$ cat src/rtl/shift_target_arbiter_pkg.sv
// Shared constants for the branch/jump target arbiter: requester ids,
// output-stage state encoding and the default shift amount.
package shift_target_arbiter_pkg;

    // Requester identifiers as they appear on the response id and last-grant.
    localparam logic ID_BRANCH = 1'b0;
    localparam logic ID_JUMP   = 1'b1;

    // Output-stage states, kept as plain constants for legacy tools.
    typedef logic [1:0] state_t;
    localparam state_t ST_IDLE  = 2'd0;
    localparam state_t ST_VALID = 2'd1;
    localparam state_t ST_HOLD  = 2'd2;

    // Word-aligned targets: operands are instruction counts.
    localparam int SHIFT_AMT = 2;

endpackage

$ cat src/rtl/shift_target_arbiter_if.sv
// Request/response bundle between the two target requesters, the shared
// shift+add unit and the PC-select consumer.
interface shift_target_arbiter_if #(
    parameter int WIDTH = 32
);
    logic             req0_valid;
    logic             req0_ready;
    logic [WIDTH-1:0] req0_operand;
    logic [WIDTH-1:0] req0_base;
    logic             req1_valid;
    logic             req1_ready;
    logic [WIDTH-1:0] req1_operand;
    logic [WIDTH-1:0] req1_base;
    logic             rsp_valid;
    logic             rsp_ready;
    logic [WIDTH-1:0] rsp_data;
    logic             rsp_id;
    logic             last_grant;

    // Requesters and consumer side.
    modport master (
        output req0_valid, req0_operand, req0_base,
        output req1_valid, req1_operand, req1_base,
        output rsp_ready,
        input  req0_ready, req1_ready,
        input  rsp_valid, rsp_data, rsp_id, last_grant
    );

    // Arbiter side.
    modport slave (
        input  req0_valid, req0_operand, req0_base,
        input  req1_valid, req1_operand, req1_base,
        input  rsp_ready,
        output req0_ready, req1_ready,
        output rsp_valid, rsp_data, rsp_id, last_grant
    );

endinterface

$ cat src/rtl/shift_target_arbiter_rr.sv
// Two-way round-robin grant: when both requesters contend, the one that did
// not win last time is granted. Grants are suppressed while in reset or
// while the output stage cannot take a new result.
module rr_arbiter2
    import shift_target_arbiter_pkg::*;
(
    input  logic i_clk,
    input  logic i_rst,
    input  logic i_req0,
    input  logic i_req1,
    input  logic i_free,
    output logic o_grant0,
    output logic o_grant1,
    output logic o_last_grant
);

    logic r_last_grant;
    logic w_enable;

    assign w_enable = i_free && !i_rst;

    // A lone requester always wins; contention goes to whoever lost last time.
    assign o_grant0 = w_enable && i_req0 && (!i_req1 || (r_last_grant == ID_JUMP));
    assign o_grant1 = w_enable && i_req1 && (!i_req0 || (r_last_grant == ID_BRANCH));

    assign o_last_grant = r_last_grant;

    // Remember the winner of each accepted request; reset favours req0 next.
    always_ff @(posedge i_clk or posedge i_rst) begin
        // NOTE: registers take <= so every flop samples pre-edge values.
        if (i_rst) begin
            r_last_grant <= ID_JUMP;
        end else if (o_grant0 || o_grant1) begin
            r_last_grant <= o_grant1;
        end
    end

endmodule

$ cat src/rtl/shift_target_arbiter.sv
// Shares one (operand << SHIFT) + base unit between the branch and jump
// target requesters, with a single registered output stage that holds its
// result under back-pressure.
module shift_target_arbiter
    import shift_target_arbiter_pkg::*;
#(
    parameter int WIDTH = 32,
    parameter int SHIFT = SHIFT_AMT
)(
    input  logic                  i_clk,
    input  logic                  i_rst,
    shift_target_arbiter_if.slave bus_if
);

    state_t           r_state;
    state_t           w_state_next;
    logic [WIDTH-1:0] r_data;
    logic             r_id;

    logic             w_rsp_valid;
    logic             w_free;
    logic             w_grant0;
    logic             w_grant1;
    logic             w_grant_any;
    logic             w_last_grant;
    logic [WIDTH-1:0] w_operand;
    logic [WIDTH-1:0] w_base;
    logic [WIDTH-1:0] w_target;

    assign w_rsp_valid = (r_state != ST_IDLE);

    // A new result may be loaded when the register is empty or draining now.
    assign w_free = !w_rsp_valid || bus_if.rsp_ready;

    rr_arbiter2 u_arb (
        .i_clk        (i_clk),
        .i_rst        (i_rst),
        .i_req0       (bus_if.req0_valid),
        .i_req1       (bus_if.req1_valid),
        .i_free       (w_free),
        .o_grant0     (w_grant0),
        .o_grant1     (w_grant1),
        .o_last_grant (w_last_grant)
    );

    assign w_grant_any = w_grant0 || w_grant1;

    // Shared datapath: high bits shifted out and the carry out are dropped.
    assign w_operand = w_grant1 ? bus_if.req1_operand : bus_if.req0_operand;
    assign w_base    = w_grant1 ? bus_if.req1_base    : bus_if.req0_base;
    assign w_target  = (w_operand << SHIFT) + w_base;

    // Output-stage sequencing: load on grant, hold while stalled, empty on drain.
    always_comb begin
        // NOTE: default first so no path leaves it unassigned (no latch).
        w_state_next = r_state;
        case (r_state)
            ST_IDLE: begin
                if (w_grant_any) w_state_next = ST_VALID;
            end
            ST_VALID, ST_HOLD: begin
                if (bus_if.rsp_ready) w_state_next = w_grant_any ? ST_VALID : ST_IDLE;
                else                  w_state_next = ST_HOLD;
            end
            default: w_state_next = ST_IDLE;
        endcase
    end

    // State register; reset discards any pending result.
    always_ff @(posedge i_clk or posedge i_rst) begin
        if (i_rst) r_state <= ST_IDLE;
        else       r_state <= w_state_next;
    end

    // Result register loads only on an accepted request, otherwise holds.
    always_ff @(posedge i_clk or posedge i_rst) begin
        if (i_rst) begin
            r_data <= '0;
            r_id   <= ID_BRANCH;
        end else if (w_grant_any) begin
            r_data <= w_target;
            r_id   <= w_grant1;
        end
    end

    assign bus_if.req0_ready = w_grant0;
    assign bus_if.req1_ready = w_grant1;
    assign bus_if.rsp_valid  = w_rsp_valid;
    assign bus_if.rsp_data   = r_data;
    assign bus_if.rsp_id     = r_id;
    assign bus_if.last_grant = w_last_grant;

endmodule

$ cat src/flat_wrapper.sv
// flat-port wrapper written by rule: the top's interface ports become plain ports
module shift_target_arbiter_flat import shift_target_arbiter_pkg::*;
#(
    parameter int WIDTH = 32,
    parameter int SHIFT = SHIFT_AMT
)
  (i_clk, i_rst, bus_if_req0_valid, bus_if_req0_operand, bus_if_req0_base, bus_if_req1_valid, bus_if_req1_operand, bus_if_req1_base, bus_if_rsp_ready, bus_if_req0_ready, bus_if_req1_ready, bus_if_rsp_valid, bus_if_rsp_data, bus_if_rsp_id, bus_if_last_grant);
  shift_target_arbiter_if #(.WIDTH(WIDTH)) bus_if_i ();
  input  logic i_clk;
  input  logic i_rst;
  input wire logic [$bits(bus_if_i.req0_valid)-1:0] bus_if_req0_valid;
  input wire logic [$bits(bus_if_i.req0_operand)-1:0] bus_if_req0_operand;
  input wire logic [$bits(bus_if_i.req0_base)-1:0] bus_if_req0_base;
  input wire logic [$bits(bus_if_i.req1_valid)-1:0] bus_if_req1_valid;
  input wire logic [$bits(bus_if_i.req1_operand)-1:0] bus_if_req1_operand;
  input wire logic [$bits(bus_if_i.req1_base)-1:0] bus_if_req1_base;
  input wire logic [$bits(bus_if_i.rsp_ready)-1:0] bus_if_rsp_ready;
  output wire logic [$bits(bus_if_i.req0_ready)-1:0] bus_if_req0_ready;
  output wire logic [$bits(bus_if_i.req1_ready)-1:0] bus_if_req1_ready;
  output wire logic [$bits(bus_if_i.rsp_valid)-1:0] bus_if_rsp_valid;
  output wire logic [$bits(bus_if_i.rsp_data)-1:0] bus_if_rsp_data;
  output wire logic [$bits(bus_if_i.rsp_id)-1:0] bus_if_rsp_id;
  output wire logic [$bits(bus_if_i.last_grant)-1:0] bus_if_last_grant;
  assign bus_if_i.req0_valid = bus_if_req0_valid;
  assign bus_if_i.req0_operand = bus_if_req0_operand;
  assign bus_if_i.req0_base = bus_if_req0_base;
  assign bus_if_i.req1_valid = bus_if_req1_valid;
  assign bus_if_i.req1_operand = bus_if_req1_operand;
  assign bus_if_i.req1_base = bus_if_req1_base;
  assign bus_if_i.rsp_ready = bus_if_rsp_ready;
  assign bus_if_req0_ready = bus_if_i.req0_ready;
  assign bus_if_req1_ready = bus_if_i.req1_ready;
  assign bus_if_rsp_valid = bus_if_i.rsp_valid;
  assign bus_if_rsp_data = bus_if_i.rsp_data;
  assign bus_if_rsp_id = bus_if_i.rsp_id;
  assign bus_if_last_grant = bus_if_i.last_grant;
  shift_target_arbiter #(.WIDTH(WIDTH), .SHIFT(SHIFT)) u_core (.i_clk(i_clk), .i_rst(i_rst), .bus_if(bus_if_i));
endmodule
$ cat config.mk
export PLATFORM = sky130hd
export DESIGN_NAME = shift_target_arbiter_flat
export DESIGN_NICKNAME = d
export VERILOG_FILES = /design/src/rtl/shift_target_arbiter_pkg.sv /design/src/rtl/shift_target_arbiter_if.sv /design/src/rtl/shift_target_arbiter_rr.sv /design/src/rtl/shift_target_arbiter.sv /design/src/flat_wrapper.sv
export SDC_FILE = /design/constraint.sdc
export NUM_CORES = 1
export LEC_CHECK = 0
export BUFFER_PORTS_ARGS = -buffer_cell sky130_fd_sc_hd__buf_2
export CORE_UTILIZATION = 30
export CTS_BUF_LIST = sky130_fd_sc_hd__clkbuf_8
export DETAILED_ROUTE_END_ITERATION = 10
export PLACE_DENSITY_LB_ADDON = 0.1
export SLEW_MARGIN = 20
export SYNTH_ARGS = -nofsm -noshare
export SYNTH_HDL_FRONTEND = slang
export SYNTH_SLANG_ARGS = --single-unit
$ cat constraint.sdc
create_clock -name i_clk -period 5.25 [get_ports i_clk]
set_input_delay 0.525 -clock i_clk [delete_from_list [all_inputs] [get_ports i_clk]]
set_output_delay 0.525 -clock i_clk [all_outputs]
set_load 0.02 [all_outputs]
# Word level (Yosys, flattened, before mapping)
# Index checks and enable logic that the tools add are counted.
[totals] regBits=36 latchBits=0 mem_bits_rw=0 romBits=0 inputBits=133 out_inout_bits=37 elab_cells=31 mem_count=0
[op_classes] addsub=1 mul=0 div_mod_pow=0 magnitude_cmp=0 n_eq_ne=3 n_shift=0 mux=6 bitwise=1 n_reduce_logical=16
[ops] operator="32-bit adder" n=1
[ops] operator="32-bit 2-to-1 mux" n=1
[ops] operator="30-bit 2-to-1 mux" n=1
[ops] operator="1-bit logical AND" n=5
[ops] operator="1-bit logical NOT" n=4
[ops] operator="1-bit logical OR" n=4
[ops] operator="2-bit 2-to-1 mux" n=2
[ops] operator="2-bit one-hot mux with 2 select lines" n=1
[ops] operator="2-bit by 1-bit equality test with 1-bit output (second input constant)" n=1
[ops] operator="2-bit equality test (second input constant)" n=1
[ops] operator="2-bit logical NOT" n=1
[ops] operator="2-bit by 1-bit inequality test with 1-bit output (second input constant)" n=1
[ops] operator="2-bit nonzero test" n=1
[ops] operator="2-bit OR reduction" n=1
[ops] operator="1-bit 2-to-1 mux" n=1
[ops] operator="1-bit inverter" n=1

# Depth between registers and ports, before layout
[depth] ltp_word=10 depth_mapped=18 mapped_depth_nobuf=17

# Hierarchy
# Synthesis repeated with hierarchy kept, for this count alone.
[hier_totals] cells_unflattened=421 area_unflattened_um2=3687.3
[by_module_without_submodules] mod="shift_target_arbiter" instances=1 cells_each=413 area_each_um2=3611.0 seq_area_each_um2=875.8
[by_module_without_submodules] mod="rr_arbiter2" instances=1 cells_each=8 area_each_um2=76.3 seq_area_each_um2=26.3

# Least setup slack after synthesis
# OpenSTA, ideal clock, no wires.
[synth_timing] kind="register -> register" start="reg u_core.r_state[0]" end="reg u_core.r_data[26], in the netlist u_core.bus_if.rsp_data[26]" setup_time_ns=0.065 arrival_time_ns=3.563 required_time_ns=5.185 path_slack_ns=1.622 path_stages_with_launch=19 n_path_buf=2 synth_period_minus_slack_ns=3.628 path_cell_list="dfrtp_1 > inv_1 > ha_1 > o21ba_2 > nand3_1 > clkbuf_1 > buf_1 > nand2_1 > nand2_1 > ha_1 > inv_1 > fa_1 > nor2b_1 > o31a_1 > o21ai_2 > a211oi_2 > nor3_4 > a2111oi_0 > or3b_1"
[synth_between] elab_chain_len=8 word_cells_on_any_way=12 classes_between="add/sub: 1; mux: 2; reduce/logical: 9"
[synth_lines] element="start: declaration" line_no="shift_target_arbiter.sv:15" text="state_t r_state;"
[synth_lines] element="start signal: assignment" line_no="shift_target_arbiter.sv:72" text="else r_state <= w_state_next;"
[synth_lines] element="2-bit nonzero test (*)" line_no="shift_target_arbiter.sv:30" text="assign w_rsp_valid = (r_state != ST_IDLE);"
[synth_lines] element="1-bit logical NOT (*)" line_no="shift_target_arbiter.sv:33" text="assign w_free = !w_rsp_valid || bus_if.rsp_ready;"
[synth_lines] element="1-bit logical OR (*)" line_no="shift_target_arbiter.sv:33"
[synth_lines] element="1-bit logical AND (*)" line_no="shift_target_arbiter_rr.sv:20" text="assign w_enable = i_free && !i_rst;"
[synth_lines] element="1-bit logical AND (2 in a row)" line_no="shift_target_arbiter_rr.sv:24" text="assign o_grant1 = w_enable && i_req1 && (!i_req0 || (r_last_grant == ID_BRANCH));"
[synth_lines] element="30-bit 2-to-1 mux or 32-bit 2-to-1 mux (tied branches)" line_no="shift_target_arbiter.sv:49, shift_target_arbiter.sv:50"
[synth_lines] element="32-bit adder" line_no="shift_target_arbiter.sv:51" text="assign w_target = (w_operand << SHIFT) + w_base;"
[synth_lines] element="end signal: assignment" line_no="shift_target_arbiter.sv:81" text="r_data <= w_target;"
[synth_lines] element="end: declaration" line_no="shift_target_arbiter.sv:17" text="logic [WIDTH-1:0] r_data;"
# Mark *: on every way between the ends. The rest lies on a longest branch, timed or not.
# A chain may end at the register's enable or synchronous reset.

# Final worst setup path
# Ends and elaborated chain as after synthesis.

==> impl_summary.txt <==
----------------------------------------------------
[Pwr]
  Standby leakage power ... 2.59 nW
  Part of the power in combinational logic ... 0.650
  Peak ir drop on the vdd network ... between 0.15 and 0.2 mV
  Reg power frac ... 0.244
  Internal cell power ... around 990 uW
  Fraction of power consumed by the clock network ... 0.105
  Power density cells ... between 400 and 500 nW/um^2
  Fraction of power spent switching nets ... 0.502
  Switching power ... 1.00 mW

[Synth]
  Prevailing post-synth register cell ... sky130_fd_sc_hd__dfrtp_1
  Top cell type by total area after synthesis ... sky130_fd_sc_hd__dfrtp_1
  Synth Cell Area ... a little under 4000 sq um
  Synth Net Count ... 742
  Cell count after synthesis ... between 500 and 600
  Fraction of registers with async set or reset after synthesis ... 1.00
  Sequential fraction of the synthesis area ... 0.233
  Top cells by count, synth ... sky130_fd_sc_hd__nand2_1 (225), sky130_fd_sc_hd__a21oi_1 (37), sky130_fd_sc_hd__dfrtp_1 (35), sky130_fd_sc_hd__nor2_1 (35), sky130_fd_sc_hd__ha_1 (31)
  Ranking of synthesized cells by area ... sky130_fd_sc_hd__dfrtp_1 (23%), sky130_fd_sc_hd__nand2_1 (22%), sky130_fd_sc_hd__ha_1 (10%)
  Area share of the largest cell type after synthesis ... 0.226
  Number of library cell types mapped by synthesis ... 61
  Register bit count reported by yosys ... 36
  Average size of a mapped cell ... 6.71 sq um
  Number of enable-type register cells in the synthesized netlist ... 0
  Count leader, synth ... sky130_fd_sc_hd__nand2_1
  Synth warnings ... 0

[Clocking]
  Clock-pin slew of the registers on the worst-case setup and hold paths ... approximately 0.08 ns
  Hold Buf Count CTS ... 0
  Total CTS buffers ... 5
  Clock sinks ... 36
  Resize count post-CTS ... 0
  Root cell of the clock tree ... sky130_fd_sc_hd__clkbuf_8
  Deepest level of the CTS H-tree ... 2
  Clock latency of the later-clocked register in the worst-skew pair ... between 0.3 and 0.4 ns
  Clock tree buffer depth ... 2
  Number of setup buffers added after CTS ... 0
  TritonCTS clock tree ... built

[Global routing]
  Overall overflow remaining after global route ... 0
  GRT Util Overall ... 0.181
  Antenna violations before repair ... 0
  Pin count of the biggest net entering global routing ... 68
  Number of global-route vias before repair ... between 3000 and 4000
  First-pass GRT wire length ... ~19 mm

[Setup path]
  Startpoint class of the critical path ... register
  Dominant cell type by count on the critical path ... sky130_fd_sc_hd__nand2_1
  Critical-path maximum fanout ... 32
  Worst R2R Path Depth ... 16
  CP Data Required Time ... 5.44 ns
  Data arrival time of the worst path ... ~4.3 ns
  Critical path, cell by cell ... inv_1 > ha_1 > o21ba_2 > nand3_2 > inv_2 > buf_4 > nand2_1 > nand2_1 > ha_1 > nand2_1 > o211ai_1 > o31ai_2 > nor2_1 > nor3_4 > a2111oi_0 > or3b_1
  CP delay by family, top ... simple AND/OR/NAND/NOR gates
  Worst path slowest cell ... sky130_fd_sc_hd__inv_2
  Crit-path max cell delay ... 0.42 ns
  Category of the most critical setup path ... reg2reg
  Endpoint class of the critical path ... register
  Buffering stage count on the worst path with inverters included ... 3
  Logic depth of the worst path, buffers included ... 16

[STA]
  Worst hold slack across all endpoints ... around 0.097 ns
  Max-slew headroom ... 0.570
  Min cycle time layout ... 4.14 ns
  Slew at the pin with the worst max-slew slack ... about 0.64 ns
  Final count of negative-setup-slack endpoints ... 0
  Clock Skews ... approximately 0.0074 ns
  Setup repair after global routing missed its margin ... no
  Setup TNS ... 0 ns
  Final hold violation count ... 0
  Count of final max-slew check failures ... 0
  Max Fclk ... ~240 MHz
  Share of the cycle needed by the critical path after routing ... 0.788

[Routing]
  Drt initial violations ... 161
  WL per Instance ... 13.0 microns
  Antenna-violating nets left ... 0
  Total detailed-routing wirelength ... 11.7 mm
  DRC violations left ... 0
  Post-DR vias/cell ... between 4 and 5
  Vias post-DR ... around 4400
  Number of iterations in the first detailed-routing pass ... 4

[Finish]
  Area Overhead vs Synth ... 28.5%
  Fraction of layout instances using a drive strength above 1 ... 0.272
  Final nets ... between 800 and 900
  Antenna fix cells ... 0

[Outcome]
  Run status ... finished clean

[Placement]
  RePlAce Congestion ... 0.824
  DPL Wire Length ... a little over 9 mm
  Input/output buffers ... roughly 170

[Floorplanning]
  Die outline height ... between 100 and 150 microns
  Placeable Area ... approximately 13000 sq um
  Number of top-level pins ... between 150 and 200
  Std-Cell Rows ... between 40 and 50
  Width of the die ... 116 microns
  Initial cell density of the core ... 0.307
  Die ar. ... approximately 13000 sq um

[Run]
  Max-cap violations ... 0

[Min path]
  Type of the most critical hold path ... in2async

----------------------------------------------------
==> per-layer routing <==
layer | vias to the layer above | share of wire | global-route usage
met5 | - | 0 | 0
met4 | 0 | 0.0089 | 0.0433
met3 | 7 | 0.045 | 0.0340
met2 | 110 | 0.47 | 0.314
met1 | 1985 | 0.47 | 0.232
li1 | 2278 | - | -
==> final timing paths <==
kind / startpoint / to / slack, ns
worst max-delay path: u_core.r_state[0]$_DFFE_PP0P_ / u_core.bus_if.rsp_data[26]$_DFFE_PP0P_ / 1.11
worst max register to register: u_core.r_state[0]$_DFFE_PP0P_ / u_core.bus_if.rsp_data[26]$_DFFE_PP0P_ / 1.11
min in group i_clk: bus_if_req0_base[1] / u_core.bus_if.rsp_data[1]$_DFFE_PP0P_ / 0.45
worst min-delay path: i_rst / u_core.bus_if.rsp_id$_DFFE_PP0P_ / 0.1
max in group asynchronous: i_rst / u_core.bus_if.rsp_data[12]$_DFFE_PP0P_ / 4.47
worst min register to register: u_core.bus_if.rsp_data[2]$_DFFE_PP0P_ / u_core.bus_if.rsp_data[2]$_DFFE_PP0P_ / 0.47
==> flip-flops by register name (all words and copies together), names as in the netlist <==
signal	flops
u_core.r_state	2
u_core.bus_if.rsp_data	32
u_core.bus_if.rsp_id	1
u_core.u_arb.o_last_grant	1
==> worst register-to-register path, delay by kind of cell (launching register included) <==
kind | cells | cell delay, ns
flip-flops | 1 | 0.41
AND/OR/NAND/NOR | 7 | 1.27
adder cells (fa/ha/maj) | 2 | 0.51
AO/OA/AOI/OAI | 4 | 0.92
buffers and inverters | 3 | 0.90
==> power by group through the flow <==
stage	Combinational [mW]	Sequential [mW]	Clock, mW
finish	1.30	0.487	0.210
CTS	1.30	0.492	0.223
floorplan	0.752	0.648	0
global route	1.45	0.509	0.231
global placement	1.29	0.490	0
detailed placement	1.30	0.497	0
==> layout make-up <==
| type | count | area [sq um] |
|---|---|---|
| flip-flops and latches | 36 | 902 |
| clock inverters | 3 | 18.8 |
| clock buffers | 5 | 68.8 |
| fillers | 1406 | 7650 |
| repair buffers | 170 | 883 |
| well taps | 172 | 215 |
| multi-input cells | 496 | 2810 |
| inverters | 19 | 71.3 |
==> kinds of logic (layout without fill, tap and decap cells) <==
family          after synthesis  in the layout  synth area share
fa+ha+maj                    32             32             0.105
xor+xnor                     17             17            0.0385
mux                           1              1           0.00259
compound gates              135            135             0.235
simple gates                311            311             0.341
buf+inv                      45            197            0.0440
flops                        36             36             0.233
==> per-stage QoR <==
| step | cell area, sq um | power (mW) | std cells | utilization | setup slack [ns] |
|---|---|---|---|---|---|
| 3_5_place_dp | 4860 | 1.79 | 892 | 0.385 | 1.03 |
| 5_1_grt | 4970 | 2.19 | 901 | 0.394 | 0.735 |
| 3_3_place_gp | 4860 | 1.78 | 892 | 0.385 | 1.10 |
| 2_1_floorplan | 3870 | 1.40 | 577 | - | 1.62 |
| 6_report | 4970 | 1.99 | 901 | 0.394 | 1.11 |
| 4_1_cts | 4950 | 2.02 | 900 | 0.392 | 1.04 |
==> placed cells by master, fill, tap and decap left out, types with 8 or more instances in the layout <==
cell type / synthesis / routed
sky130_fd_sc_hd__nand2_1: 225 / 225
sky130_fd_sc_hd__buf_2: 1 / 165
sky130_fd_sc_hd__a21oi_1: 37 / 37
sky130_fd_sc_hd__nor2_1: 35 / 35
sky130_fd_sc_hd__dfrtp_1: 35 / 35
sky130_fd_sc_hd__ha_1: 31 / 31
sky130_fd_sc_hd__o21ai_0: 29 / 29
sky130_fd_sc_hd__inv_1: 18 / 18
sky130_fd_sc_hd__xor2_1: 10 / 10
sky130_fd_sc_hd__nand3_1: 10 / 9
sky130_fd_sc_hd__nor3_1: 9 / 9
sky130_fd_sc_hd__o31ai_1: 9 / 9
sky130_fd_sc_hd__a21o_1: 8 / 8
Power figures use the tool's default switching activity.
